[src/rtl/calc_mon_pkg.sv]
// calc_mon_pkg: shared state enum, response codes and default parameters for the response monitor.
package calc_mon_pkg;
  localparam int DEF_NUM_PORTS = 4;
  localparam int DEF_CMD_W = 4;
  localparam int DEF_RESP_W = 2;
  localparam int DEF_TIMEOUT = 16;
  localparam int DEF_CNT_W = 16;
  localparam logic [1:0] RESP_NONE = 2'd0;
  localparam logic [1:0] RESP_OK = 2'd1;
  localparam logic [1:0] RESP_ERR = 2'd2;
  localparam logic [1:0] RESP_ILLEGAL = 2'd3;
  typedef enum logic [1:0] {ST_IDLE, ST_OP2, ST_WAIT} port_state_t;
endpackage

[src/rtl/calc_resp_monitor_if.sv]
// calc_resp_monitor_if: monitored request/response bus plus monitor results.
interface calc_resp_monitor_if import calc_mon_pkg::*; #(
  parameter int NUM_PORTS = DEF_NUM_PORTS,
  parameter int CMD_W = DEF_CMD_W,
  parameter int RESP_W = DEF_RESP_W,
  parameter int CNT_W = DEF_CNT_W
);
  logic [NUM_PORTS*CMD_W-1:0] req_cmd_in;
  logic [NUM_PORTS*32-1:0] req_data_in;
  logic [NUM_PORTS*RESP_W-1:0] out_resp;
  logic [NUM_PORTS*32-1:0] out_data;
  logic [NUM_PORTS-1:0] err_timeout;
  logic [NUM_PORTS-1:0] err_unexp;
  logic [NUM_PORTS-1:0] err_overlap;
  logic [NUM_PORTS-1:0] err_badresp;
  logic [NUM_PORTS*CNT_W-1:0] txn_count;
  logic [NUM_PORTS*CNT_W-1:0] last_lat;
  logic [NUM_PORTS*CNT_W-1:0] max_lat;
  logic err_any;
  modport master (
    output req_cmd_in, req_data_in, out_resp, out_data,
    input err_timeout, err_unexp, err_overlap, err_badresp, txn_count, last_lat, max_lat, err_any
  );
  modport slave (
    input req_cmd_in, req_data_in, out_resp, out_data,
    output err_timeout, err_unexp, err_overlap, err_badresp, txn_count, last_lat, max_lat, err_any
  );
endinterface

[src/rtl/calc_port_mon.sv]
// calc_port_mon: protocol checker and latency/transaction statistics for one port.
// CALC_MON_MAXLAT_EN enables the max-latency register; otherwise max_lat is tied to zero.
module calc_port_mon import calc_mon_pkg::*; #(
  parameter int CMD_W = DEF_CMD_W,
  parameter int RESP_W = DEF_RESP_W,
  parameter int TIMEOUT = DEF_TIMEOUT,
  parameter int CNT_W = DEF_CNT_W
) (
  input logic c_clk,
  input logic reset,
  input logic [CMD_W-1:0] cmd,
  input logic [RESP_W-1:0] resp,
  output logic err_timeout,
  output logic err_unexp,
  output logic err_overlap,
  output logic err_badresp,
  output logic [CNT_W-1:0] txn_count,
  output logic [CNT_W-1:0] last_lat,
  output logic [CNT_W-1:0] max_lat
);
  port_state_t state, state_nxt;
  logic [CNT_W-1:0] lat, lat_done;
  logic cmd_v, resp_v, done, tmo, unexp, ovl;
  assign cmd_v = |cmd;
  assign resp_v = resp != RESP_W'(RESP_NONE);
  assign lat_done = lat + 1'b1;
  always_ff @(posedge c_clk or negedge reset)
    if (!reset) state <= ST_IDLE;
    else state <= state_nxt;
  // A response and a new command in the same WAIT cycle chain straight into the next OP2.
  always_comb begin
    state_nxt = state;
    done = 1'b0;
    tmo = 1'b0;
    unexp = 1'b0;
    ovl = 1'b0;
    case (state)
      ST_IDLE: begin
        unexp = resp_v;
        state_nxt = cmd_v ? ST_OP2 : ST_IDLE;
      end
      ST_OP2: begin
        unexp = resp_v;
        ovl = cmd_v;
        state_nxt = ST_WAIT;
      end
      ST_WAIT: begin
        done = resp_v;
        tmo = !resp_v && lat == CNT_W'(TIMEOUT - 1);
        ovl = cmd_v && !resp_v;
        state_nxt = resp_v ? (cmd_v ? ST_OP2 : ST_IDLE) : (tmo ? ST_IDLE : ST_WAIT);
      end
      default: state_nxt = ST_IDLE;
    endcase
  end
  always_ff @(posedge c_clk or negedge reset)
    if (!reset) begin
      lat <= '0;
      txn_count <= '0;
      last_lat <= '0;
      err_timeout <= 1'b0;
      err_unexp <= 1'b0;
      err_overlap <= 1'b0;
      err_badresp <= 1'b0;
    end else begin
      lat <= state == ST_WAIT ? lat_done : '0;
      if (done) begin
        txn_count <= &txn_count ? txn_count : txn_count + 1'b1;
        last_lat <= lat_done;
      end
      err_timeout <= err_timeout | tmo;
      err_unexp <= err_unexp | unexp;
      err_overlap <= err_overlap | ovl;
      err_badresp <= err_badresp | (resp == RESP_W'(RESP_ILLEGAL));
    end
`ifdef CALC_MON_MAXLAT_EN
  always_ff @(posedge c_clk or negedge reset)
    if (!reset) max_lat <= '0;
    else if (done && lat_done > max_lat) max_lat <= lat_done;
`else
  assign max_lat = '0;
`endif
endmodule

[src/rtl/calc_resp_monitor.sv]
// calc_resp_monitor: NUM_PORTS independent request/response monitors with a registered error summary.
// CALC_MON_MAXLAT_EN enables per-port max-latency tracking.
module calc_resp_monitor import calc_mon_pkg::*; #(
  parameter int NUM_PORTS = DEF_NUM_PORTS,
  parameter int CMD_W = DEF_CMD_W,
  parameter int RESP_W = DEF_RESP_W,
  parameter int TIMEOUT = DEF_TIMEOUT,
  parameter int CNT_W = DEF_CNT_W
) (
  input logic c_clk,
  input logic reset,
  calc_resp_monitor_if.slave bus
);
  logic [NUM_PORTS-1:0] tmo, unexp, ovl, bad;
  logic [NUM_PORTS*CNT_W-1:0] txn, last, maxl;
  logic err_any_q;
  logic unused_data;
  // Operand and result data are carried on the bus but not inspected by the monitor.
  assign unused_data = ^{bus.req_data_in, bus.out_data};
  for (genvar g = 0; g < NUM_PORTS; g++) begin : g_port
    calc_port_mon #(.CMD_W(CMD_W), .RESP_W(RESP_W), .TIMEOUT(TIMEOUT), .CNT_W(CNT_W)) u_mon (
      .c_clk(c_clk),
      .reset(reset),
      .cmd(bus.req_cmd_in[g*CMD_W +: CMD_W]),
      .resp(bus.out_resp[g*RESP_W +: RESP_W]),
      .err_timeout(tmo[g]),
      .err_unexp(unexp[g]),
      .err_overlap(ovl[g]),
      .err_badresp(bad[g]),
      .txn_count(txn[g*CNT_W +: CNT_W]),
      .last_lat(last[g*CNT_W +: CNT_W]),
      .max_lat(maxl[g*CNT_W +: CNT_W])
    );
  end
  always_ff @(posedge c_clk or negedge reset)
    if (!reset) err_any_q <= 1'b0;
    else err_any_q <= |{tmo, unexp, ovl, bad};
  assign bus.err_timeout = tmo;
  assign bus.err_unexp = unexp;
  assign bus.err_overlap = ovl;
  assign bus.err_badresp = bad;
  assign bus.txn_count = txn;
  assign bus.last_lat = last;
  assign bus.max_lat = maxl;
  assign bus.err_any = err_any_q;
endmodule

[src/flat_wrapper.sv]
// flat-port wrapper written by rule: the top's interface ports become plain ports
module calc_resp_monitor_flat import calc_mon_pkg::*;
#(
  parameter int NUM_PORTS = DEF_NUM_PORTS,
  parameter int CMD_W = DEF_CMD_W,
  parameter int RESP_W = DEF_RESP_W,
  parameter int TIMEOUT = DEF_TIMEOUT,
  parameter int CNT_W = DEF_CNT_W
)
  (c_clk, reset, bus_req_cmd_in, bus_req_data_in, bus_out_resp, bus_out_data, bus_err_timeout, bus_err_unexp, bus_err_overlap, bus_err_badresp, bus_txn_count, bus_last_lat, bus_max_lat, bus_err_any);
  calc_resp_monitor_if #(.NUM_PORTS(NUM_PORTS), .CMD_W(CMD_W), .RESP_W(RESP_W), .CNT_W(CNT_W)) bus_i ();
  input logic c_clk;
  input logic reset;
  input wire logic [$bits(bus_i.req_cmd_in)-1:0] bus_req_cmd_in;
  input wire logic [$bits(bus_i.req_data_in)-1:0] bus_req_data_in;
  input wire logic [$bits(bus_i.out_resp)-1:0] bus_out_resp;
  input wire logic [$bits(bus_i.out_data)-1:0] bus_out_data;
  output wire logic [$bits(bus_i.err_timeout)-1:0] bus_err_timeout;
  output wire logic [$bits(bus_i.err_unexp)-1:0] bus_err_unexp;
  output wire logic [$bits(bus_i.err_overlap)-1:0] bus_err_overlap;
  output wire logic [$bits(bus_i.err_badresp)-1:0] bus_err_badresp;
  output wire logic [$bits(bus_i.txn_count)-1:0] bus_txn_count;
  output wire logic [$bits(bus_i.last_lat)-1:0] bus_last_lat;
  output wire logic [$bits(bus_i.max_lat)-1:0] bus_max_lat;
  output wire logic [$bits(bus_i.err_any)-1:0] bus_err_any;
  assign bus_i.req_cmd_in = bus_req_cmd_in;
  assign bus_i.req_data_in = bus_req_data_in;
  assign bus_i.out_resp = bus_out_resp;
  assign bus_i.out_data = bus_out_data;
  assign bus_err_timeout = bus_i.err_timeout;
  assign bus_err_unexp = bus_i.err_unexp;
  assign bus_err_overlap = bus_i.err_overlap;
  assign bus_err_badresp = bus_i.err_badresp;
  assign bus_txn_count = bus_i.txn_count;
  assign bus_last_lat = bus_i.last_lat;
  assign bus_max_lat = bus_i.max_lat;
  assign bus_err_any = bus_i.err_any;
  calc_resp_monitor #(.NUM_PORTS(NUM_PORTS), .CMD_W(CMD_W), .RESP_W(RESP_W), .TIMEOUT(TIMEOUT), .CNT_W(CNT_W)) u_core (.c_clk(c_clk), .reset(reset), .bus(bus_i));
endmodule
[config.mk]
export PLATFORM = sky130hd
export DESIGN_NAME = calc_resp_monitor_flat
export DESIGN_NICKNAME = d
export VERILOG_FILES = /design/src/rtl/calc_mon_pkg.sv /design/src/rtl/calc_resp_monitor_if.sv /design/src/rtl/calc_port_mon.sv /design/src/rtl/calc_resp_monitor.sv /design/src/flat_wrapper.sv
export SDC_FILE = /design/constraint.sdc
export NUM_CORES = 1
export LEC_CHECK = 0
export CELL_PAD_IN_SITES_DETAIL_PLACEMENT = 1
export CELL_PAD_IN_SITES_GLOBAL_PLACEMENT = 2
export CORE_AREA = 2 2 212 214
export DETAILED_ROUTE_END_ITERATION = 7
export DIE_AREA = 0 0 214 216
export PLACE_DENSITY_LB_ADDON = 0.1
export SETUP_SLACK_MARGIN = 0.3
export SLEW_MARGIN = 20
export SYNTH_ARGS = -nofsm -noshare
export SYNTH_HDL_FRONTEND = slang
export SYNTH_SLANG_ARGS = --single-unit
[constraint.sdc]
create_clock -name c_clk -period 2.2 [get_ports c_clk]
set_clock_uncertainty 0.05 [all_clocks]
set_input_delay 0.22 -clock c_clk [delete_from_list [all_inputs] [get_ports c_clk]]
set_output_delay 0.22 -clock c_clk [all_outputs]
set_load 0.05 [all_outputs]
==> results.md <==
* Status: completed
* Setup ws final at 0.356 ns
* Final hold violations at 0
* Crit share post-route at 0.838
* Remaining DRCs at 0
* H-tree depth at 1
* Critical Path, Cell by Cell: ha_4 > nand4_1 > o41ai_4 > buf_4 > mux2_4
* Crit path time final at 1.84 ns
* Maximum VDD drop at between 0.5 and 0.6 mV
* Initial DRC count at 249
* Largest net degree at the start of global routing at around 50
* ANT cells at 0
* P_leak at 6.27 nW
* Dpl hpwl at ~22000 µm
* Tightest Pin Transition at between 0.6 and 0.7 ns
* Die height at about 220 µm
* Bufs on Longest Clock Path at 3
* Top cells by area, synth: dfrtp_1, buf_4, xor2_1
* Cell with the most instances after synthesis: dfrtp_1
* Slew Limit Fails at 0
* Ys async rst share at 1.00
* Share of cells above drive strength 1 at 0.145
* Rows at 77
* Netlist cell types at 54
* Mean area per synthesized cell at ~10 µm²
* Die footprint at about 46000 µm²
* Max cap viols at 0
* Antenna violations before repair at 1
* GRT overflow at 0
* Yosys Warn Count at 0
* Drt wl/cell at about 16 µm
* Drt total wl at ~30000 µm
* FMAX at ~540 MHz
* Core area at ~44000 µm²
* Initial Utilization at 0.238
* Worst hold path type: in -> async
* Top post-synthesis cells by count: dfrtp_1, nand2_1, buf_4, xor2_1, nor2_1
* Seq cells post-synth at roughly 220
* Setup Crit Path Kind: reg -> reg
* Critical Path RT at around 2.6 ns
* Vias in the first global route at ~8500
* Worst setup SP type: register
* Unrepaired setup endpoints after global routing: true
* Via-to-Cell Ratio at between 4 and 5
* Register area at roughly 5500 µm²
* Max_slew headroom at 0.595
* Syn-to-layout area delta at 31.7%
* Final ANT Viol Nets at 0
* Power density over cell area at roughly 960 nW/µm²
* Area of the multi-input gates at about 4600 µm²
* # IOs at 491
* Max FO, Critical Path at 5
* Worst slack, placed at 0.104 ns
* Critical path's slowest cell: dfrtp_2
* Drt pass-1 iters at 6
* Hold Slack at 0.140 ns
* Vias after detailed routing at between 7000 and 8000
* Syn Inst Count at between 1000 and 1500
* CTS clk-pin slew, worst paths at roughly 0.060 ns
* Register area share after synthesis at 0.520
* Setup TNS at 0 ns
* EDFF count, synth at 0
* TritonCTS clock tree: done
* PortBufs at 170
* Worst path max stage delay at around 0.44 ns
* Critical path endpoint category: register
* First-pass GRT wire length at roughly 50000 µm
* Fill cell total of the finished layout at 5022
* Post-synth top flop: dfrtp_1
* Area leader, netlist: dfrtp_1
* CTS buffer count at 28
* Post-synth top area share at 0.520
* Gr usage total at 0.130
* Horiz. Die Dim at between 200 and 250 µm
* CTS root buf: clkbuf_16
* Arrival @ worst endpoint at approximately 2.2 ns
* Post-Syn Area at ~10000 µm²
* Number of nets in the layout at 1531
* Final Util at 0.314
* Clk Latency, worst-skew pair at about 0.55 ns
* CTS Sinks at roughly 220
* Final GP Congestion at 0.732
* Final Setup Violations at 0
-- per-stage QoR --
stage                     area, µm²  std cells  total power, mW
after floorplan               10700       1082             7.53
after global placement        12800       1780             8.88
after detailed placement      12800       1780             8.90
after CTS                     13600       1831             13.4
after global routing          13700       1836             14.0
final                         13700       1836             13.2
-- worst paths after layout --
| path | startpoint | to | slack, ns | cells past startpoint |
|---|---|---|---|---|
| max in group asynchronous | reset | u_core.g_port[3].u_mon.last_lat[13]$_DFFE_PN0P_ | 1.28 | 3 |
| min | reset | u_core.g_port[1].u_mon.last_lat[3]$_DFFE_PN0P_ | 0.14 | 2 |
| min reg2reg | u_core.g_port[2].u_mon.last_lat[8]$_DFFE_PN0P_ | u_core.g_port[2].u_mon.last_lat[8]$_DFFE_PN0P_ | 0.42 | 2 |
| min in group c_clk | bus_out_resp[7] | u_core.g_port[3].u_mon.err_badresp$_DFF_PN0_ | 0.34 | 2 |
| max | u_core.g_port[1].u_mon.txn_count[0]$_DFFE_PN0P_ | u_core.g_port[1].u_mon.txn_count[1]$_DFFE_PN0P_ | 0.36 | 5 |
| max reg2reg | u_core.g_port[1].u_mon.txn_count[0]$_DFFE_PN0P_ | u_core.g_port[1].u_mon.txn_count[1]$_DFFE_PN0P_ | 0.36 | 5 |
-- timing repair --
item,in CTS,in global routing
hold buffers,1,0
resized for setup,152,43
pin swaps,0,10
buffers inserted,1,5
endpoints found under the hold margin,217,0
setup endpoints to repair,155,37
-- final cells by class --
type / instances / share of cell area
Inverter: 37 / 0.0111
Multi-Input combinational cell: 726 / 0.334
Clock buffer: 41 / 0.0612
Sequential cell: 217 / 0.398
Timing Repair Buffer: 215 / 0.136
Tap cell: 592 / 0.0539
Clock inverter: 8 / 0.00492
-- critical path: cells and delay by family (launching register included) --
kind	cells	cell delay (ns)
AO/OA/AOI/OAI	1	0.38
adder cells (fa/ha/maj)	1	0.17
multiplexers	1	0.30
buffers and inverters	1	0.20
flip-flops	1	0.44
AND/OR/NAND/NOR	1	0.19
-- state kept, by name, indices dropped and copies added (netlist names) --
| signal | count |
|---|---|
| u_core.bus.err_any | 1 |
| u_core.g_port.u_mon.err_badresp | 4 |
| u_core.g_port.u_mon.err_overlap | 4 |
| u_core.g_port.u_mon.err_timeout | 4 |
| u_core.g_port.u_mon.err_unexp | 4 |
| u_core.g_port.u_mon.last_lat | 64 |
| u_core.g_port.u_mon.lat | 64 |
| u_core.g_port.u_mon.state | 8 |
| u_core.g_port.u_mon.txn_count | 64 |
-- logic make-up after synthesis --
kind of cell / after synthesis / synth area share
simple gates: 404 / 0.203
flops: 217 / 0.520
buf+inv: 139 / 0.0803
compound gates: 127 / 0.0754
xor+xnor: 100 / 0.0839
fa+ha+maj: 24 / 0.0288
mux: 7 / 0.00791
other cells: 1 / 0.000359
-- cell usage in the layout (no fill, tap or decap), types with 6 or more instances in the layout --
| master | n |
|---|---|
| clkbuf_16 | 29 |
| or3_1 | 6 |
| clkdlybuf4s50_1 | 24 |
| nand2_1 | 110 |
| a31oi_1 | 7 |
| clkbuf_8 | 7 |
| a21oi_1 | 16 |
| nand4_1 | 39 |
| conb_1 | 64 |
| nand3_1 | 37 |
| nor4_2 | 7 |
| and3_1 | 9 |
| buf_4 | 41 |
| nor2b_1 | 39 |
| xor2_1 | 54 |
| o21ai_1 | 11 |
| inv_1 | 33 |
| o21bai_1 | 8 |
| nor3_1 | 33 |
| ha_1 | 19 |
| nor4_1 | 34 |
| clkbuf_2 | 6 |
| dlygate4sd2_1 | 136 |
| and2_1 | 10 |
| xnor2_1 | 46 |
| clkinv_2 | 6 |
| nor2_1 | 53 |
| o21ai_0 | 49 |
| dfrtp_2 | 36 |
| dfrtp_1 | 181 |
-- power breakdown --
part | internal (mW) | switching [mW] | leakage, nW
combinational | 1.12 | 2.58 | 3.00
clock | 2.74 | 1.79 | 0.451
sequential | 4.44 | 0.522 | 2.82
total | 8.29 | 4.89 | 6.27
-- layer usage --
layer  global-route usage  wire length (µm)
met5                    0                13
met4               0.0347               532
met3               0.0280              1510
met2                0.200             13100
met1                0.183             14500
No activity file was read; power rests on OpenSTA's default activity.
